### config.mk
export PLATFORM = sky130hd
export DESIGN_NAME = sprite_anim_ctrl
export DESIGN_NICKNAME = d
export VERILOG_FILES = /design/src/rtl/sprite_anim_ctrl.sv
export SDC_FILE = /design/constraint.sdc
export NUM_CORES = 1
export LEC_CHECK = 0
export CORE_MARGIN = 10
export CORE_UTILIZATION = 35
export CTS_BUF_LIST = sky130_fd_sc_hd__clkbuf_8
export CTS_CLUSTER_DIAMETER = 50
export DETAILED_ROUTE_END_ITERATION = 8
export PLACE_DENSITY = 0.86
export SETUP_SLACK_MARGIN = 0.3
export SKIP_CTS_REPAIR_TIMING = 1
export SLEW_MARGIN = 30
export SYNTH_ARGS = -nofsm -noshare
export SYNTH_HDL_FRONTEND = slang
export SYNTH_SLANG_ARGS = --single-unit
### constraint.sdc
create_clock -name clk -period 1.4 [get_ports clk]
set_input_delay 0.28 -clock clk [delete_from_list [all_inputs] [get_ports clk]]
set_output_delay 0.28 -clock clk [all_outputs]
set_load 0.005 [all_outputs]
### src/rtl/sprite_anim_ctrl.sv
// Sprite animation controller: maps the VGA beam position to sprite-local LUT
// coordinates, picks the active frame's palette index through a 2-stage
// pipeline, and steps the animation frame on vsync in loop or ping-pong order.
module sprite_anim_ctrl #(
  parameter int X0         = 256,
  parameter int Y0         = 176,
  parameter int SCALE_LOG2 = 2,
  parameter int HOLD       = 4,
  parameter int TRANSP_EN  = 1,
  parameter int TRANSP_IDX = 0
) (
  input  logic       clk,
  input  logic       rst,
  input  logic [9:0] hpos,
  input  logic [9:0] vpos,
  input  logic       vsync,
  input  logic       run,
  input  logic       pingpong,
  output logic [4:0] lut_x,
  output logic [4:0] lut_y,
  input  logic [2:0] pixel0,
  input  logic [2:0] pixel1,
  input  logic [2:0] pixel2,
  input  logic [2:0] pixel3,
  output logic [1:0] frame_sel,
  output logic [2:0] pix_idx,
  output logic       pix_valid,
  output logic       frame_wrap
);

  localparam int BOX = 32 << SCALE_LOG2;
  localparam logic [10:0] X0_W = 11'(X0);
  localparam logic [10:0] XE_W = 11'(X0 + BOX);
  localparam logic [10:0] Y0_W = 11'(Y0);
  localparam logic [10:0] YE_W = 11'(Y0 + BOX);
  localparam int HW = (HOLD > 1) ? $clog2(HOLD) : 1;
  localparam logic [HW-1:0] HOLD_LAST = HW'(HOLD - 1);
  localparam logic [2:0] TIDX = 3'(TRANSP_IDX);

  typedef enum logic {FWD, REV} state_t;

  // pipeline registers
  logic [4:0] lut_x_reg, lut_y_reg, lut_x_next, lut_y_next;
  logic       inside_q_reg, inside_next;
  logic [1:0] fsel_q_reg;
  logic [2:0] pix_idx_reg, pix_idx_next;
  logic       pix_valid_reg, pix_valid_next;

  // sequencer registers
  state_t        state_reg, state_next;
  logic [1:0]    frame_reg, frame_next;
  logic [HW-1:0] hold_cnt_reg, hold_next;
  logic          vs_q_reg;
  logic          wrap_reg, wrap_next;

  logic [10:0] dx, dy;
  logic        inside_x, inside_y;
  logic [2:0]  sel;
  logic        vs_rise, hold_last, advance;

  assign dx       = {1'b0, hpos} - X0_W;
  assign dy       = {1'b0, vpos} - Y0_W;
  assign inside_x = ({1'b0, hpos} >= X0_W) && ({1'b0, hpos} < XE_W);
  assign inside_y = ({1'b0, vpos} >= Y0_W) && ({1'b0, vpos} < YE_W);

  // stage 1: box test and downscaled sprite coordinates (0 outside the box)
  always_comb begin
    inside_next = inside_x & inside_y;
    lut_x_next  = '0;
    lut_y_next  = '0;
    if (inside_next) begin
      lut_x_next = dx[SCALE_LOG2+4:SCALE_LOG2];
      lut_y_next = dy[SCALE_LOG2+4:SCALE_LOG2];
    end
  end

  // stage 2: frame mux uses the stage-1 snapshot so a frame change never tears a pixel
  always_comb begin
    case (fsel_q_reg)
      2'd0:    sel = pixel0;
      2'd1:    sel = pixel1;
      2'd2:    sel = pixel2;
      default: sel = pixel3;
    endcase
    pix_idx_next   = inside_q_reg ? sel : 3'd0;
    pix_valid_next = inside_q_reg & ~((TRANSP_EN != 0) && (sel == TIDX));
  end

  // pixel pipeline registers
  always_ff @(posedge clk) begin
    if (rst) begin
      lut_x_reg     <= '0;
      lut_y_reg     <= '0;
      inside_q_reg  <= 1'b0;
      fsel_q_reg    <= '0;
      pix_idx_reg   <= '0;
      pix_valid_reg <= 1'b0;
    end else begin
      lut_x_reg     <= lut_x_next;
      lut_y_reg     <= lut_y_next;
      inside_q_reg  <= inside_next;
      fsel_q_reg    <= frame_reg;
      pix_idx_reg   <= pix_idx_next;
      pix_valid_reg <= pix_valid_next;
    end
  end

  assign vs_rise   = vsync & ~vs_q_reg;
  assign hold_last = (hold_cnt_reg == HOLD_LAST);
  assign advance   = vs_rise & run & hold_last;

  // hold counter and frame sequencer next-state
  always_comb begin
    state_next = state_reg;
    frame_next = frame_reg;
    hold_next  = hold_cnt_reg;
    if (vs_rise && run) begin
      hold_next = hold_last ? '0 : hold_cnt_reg + 1'b1;
    end
    if (advance) begin
      if (!pingpong) begin
        state_next = FWD;
        frame_next = frame_reg + 2'd1;
      end else if (state_reg == FWD) begin
        if (frame_reg == 2'd3) begin
          state_next = REV;
          frame_next = 2'd2;
        end else begin
          frame_next = frame_reg + 2'd1;
        end
      end else begin
        if (frame_reg == 2'd0) begin
          state_next = FWD;
          frame_next = 2'd1;
        end else begin
          frame_next = frame_reg - 2'd1;
        end
      end
    end
    wrap_next = advance && (frame_next == 2'd0);
  end

  // sequencer state register; vs_q resets high so a vsync held through reset is not an edge
  always_ff @(posedge clk) begin
    if (rst) begin
      state_reg    <= FWD;
      frame_reg    <= '0;
      hold_cnt_reg <= '0;
      vs_q_reg     <= 1'b1;
      wrap_reg     <= 1'b0;
    end else begin
      state_reg    <= state_next;
      frame_reg    <= frame_next;
      hold_cnt_reg <= hold_next;
      vs_q_reg     <= vsync;
      wrap_reg     <= wrap_next;
    end
  end

  assign lut_x      = lut_x_reg;
  assign lut_y      = lut_y_reg;
  assign pix_idx    = pix_idx_reg;
  assign pix_valid  = pix_valid_reg;
  assign frame_sel  = frame_reg;
  assign frame_wrap = wrap_reg;

endmodule

==> impl_results.md <==
- Rows: 18
- Max-cap violations: 0
- P_leak: 1.18 nW
- Worst Path Buf+Inv: 1
- Largest net degree at the start of global routing: 15
- Critical Path AT: 1.64 ns
- Slew margin rel.: 77.9%
- Place WS: -0.421 ns
- Critical path peak fanout: 2
- Final setup margin: -0.0836 ns
- First-pass GRT wire length: 4720 um
- CTS tree: built
- Fin crit period: 1.48 ns
- RSZ-0062 raised after global routing: yes
- Iter 0 DRT Violations: 24
- Synthesized area per cell: 10.5 um^2
- Fin util: 75.0%
- Post-synth EDFFs: 0
- Post-synth ARST share: 0%
- Seq cells post-synth: 24
- Switching Fraction: 18.6%
- Violated checks: setup timing
- Most frequent cells in the layout: dlymetal6s2s_1 (34), dfxtp_1 (18), clkdlybuf4s50_1 (12), buf_4 (12), and2_1 (8)
- Setup Skew: 0.000803 ns
- Slew Viols, Final: 0
- Sequential share of the synthesized area: 49.7%
- Crit Path Class: input port to flop
- Number of fill cells: 177
- Clock Path Buffers: 2
- Switch Pwr: 0.269 mW
- CTS HTree Levels: 1
- Ant diodes: 0
- Hold crit path type: input port to flop
- IO buf count: 51
- Vias in the first global route: 945
- Warnings from Yosys: 0
- Layout cells sized above 1: 33.3%
- CTS sink cnt: 24
- Initial Util: 38.0%
- Clk network pwr share: 41.2%
- Die height: 72.5 um
- Ys flop type: dfxtp_1
- Vias per inst: 4.95
- Clk slew on worst S/H paths: 0.08 ns
- Initial antenna violation count: 0
- CORE AREA: 0.00254 mm^2
- GRT Residual Overflow: 0
- Post-synthesis cell type count: 28
- WP data required: 1.55 ns
- WL per Instance: 16.9 um
- Area delta synth->final: 97.5%
- Antenna-violating nets left: 0
- VDD IR max: 656 uV
- Worst skew pair latency: 0.26 ns
- Crit end category: flop
- Routability Congestion: 0.793
- Critical path's top delay family: simple AND/OR/NAND/NOR gates
- I/O pins: 54
- Initial DRT Pass Iterations: 4
- TritonCTS buffer count: 3
- Slowest-stage cell, CP: mux4_2
- R2R Setup Slk: -0.07 ns
- Placed wire-length estimate: 2470 um
- CTS Root Cell: clkbuf_8
- Crit path cell chain: clkdlybuf4s50_1 -> mux4_2 -> nor2b_4 -> or3_1
- Crit path largest cell delay: 0.47 ns
- Critical path startpoint category: input port
- Total power: 1.45 mW
- Pint: 1.18 mW
- Total die area: 0.00526 mm^2
- Period utilization: 106%
- Final hold viol count: 0
- GRT Overall Usage: 11.1%
- Status: complete, but fails checks
- Final nets: 203
- Pwr dens: 759 mW/mm^2
- Cell Area, Synth: 966 um^2
- Flop pwr share: 47.2%
- Worst slew pin tran: 0.331 ns
- Via count: 936
- Synthesized net count: 135
- Commonest non-fill, non-tap cell in the layout: dlymetal6s2s_1
- Final setup violation count: 1
- Mapped Cells: 92
- Die X: 72.5 um
- Max frequency: 674 MHz
- Drt drc: 0
- Detailed Route WL: 3200 um
- Gate power share: 11.6%
[layer usage]
layer  part of all wire (%)  vias up  track usage (%)
met2                     49       41             19.5
met1                     42      437             11.7
li1                       -      454                -
met3                    8.0        4             3.81
met5                      0        -                0
met4                    1.4        0             5.06
[power groups by stage]
| stage | registers [mW] | logic (mW) | clock network (mW) |
|---|---|---|---|
| finish | 0.684 | 0.167 | 0.597 |
| global route | 0.685 | 0.179 | 0.638 |
| detailed placement | 0.706 | 0.160 | 0 |
| floorplan | 0.706 | 0.0310 | 0 |
| CTS | 0.690 | 0.162 | 0.608 |
| global placement | 0.705 | 0.156 | 0 |
[cells in the mapped netlist, types with 3 or more instances]
cell type   n  area (um^2)
nor2_1      7         26.3
nand3_1     6         30.0
mux4_2      3         67.6
nor2b_1     4         25.0
a21oi_1     3         15.0
inv_1       3         11.3
and2_1      9         56.3
ha_1        6         75.1
nand2b_1    4         25.0
dfxtp_1    24          480
[metrics by stage]
step | setup TNS, ns | hold WS, ns | instance area, um^2 | cells
2_1_floorplan | -0.0132 | 0.352 | 997 | 92
3_3_place_gp | -4.48 | 0.482 | 1610 | 182
3_5_place_dp | -5.38 | 0.502 | 1610 | 182
4_1_cts | -1.68 | 0.521 | 1680 | 186
5_1_grt | -0.121 | 0.261 | 1910 | 189
6_report | -0.0836 | 0.272 | 1910 | 189
[area by class of cell]
class / count / area, um^2 / share of cell area (%)
clock buffer: 3 / 41.3 / 2.16
clock inverter: 1 / 30.0 / 1.57
inverter: 3 / 11.3 / 0.590
multi-input combinational: 62 / 586 / 30.7
sequential: 24 / 495 / 26.0
tap: 30 / 37.5 / 1.97
timing repair buffer: 66 / 707 / 37.0
[path summary, 6_finish.rpt]
check / from / endpoint / cells past startpoint
worst max register to register: fsel_q_reg[0]$_SDFF_PP0_ / pix_valid$_SDFF_PP0_ / 3
worst max-delay path: pixel3[0] / pix_valid$_SDFF_PP0_ / 4
worst min-delay path: vpos[4] / lut_y[2]$_SDFF_PP0_ / 3
worst min register to register: hold_cnt_reg[1]$_SDFFE_PP0N_ / hold_cnt_reg[1]$_SDFFE_PP0N_ / 2
[kinds of logic (layout without fill, tap and decap cells)]
group | Yosys count | after routing | share of synthesized area, %
AO/OA/AOI/OAI | 9 | 9 | 5.57
XOR/XNOR | 1 | 1 | 0.907
adder cells (fa/ha/maj) | 6 | 6 | 7.77
buffers and inverters | 6 | 73 | 2.46
flip-flops | 24 | 24 | 49.7
multiplexers | 5 | 5 | 9.07
AND/OR/NAND/NOR | 41 | 41 | 24.5
[worst reg2reg max path, stage by stage, from the launching register on]
cell	delay, ns
dfxtp_4	0.37
mux4_2	0.50
nor2b_4	0.15
or3_1	0.34
Note: power is estimated with default switching activity, not from simulation.
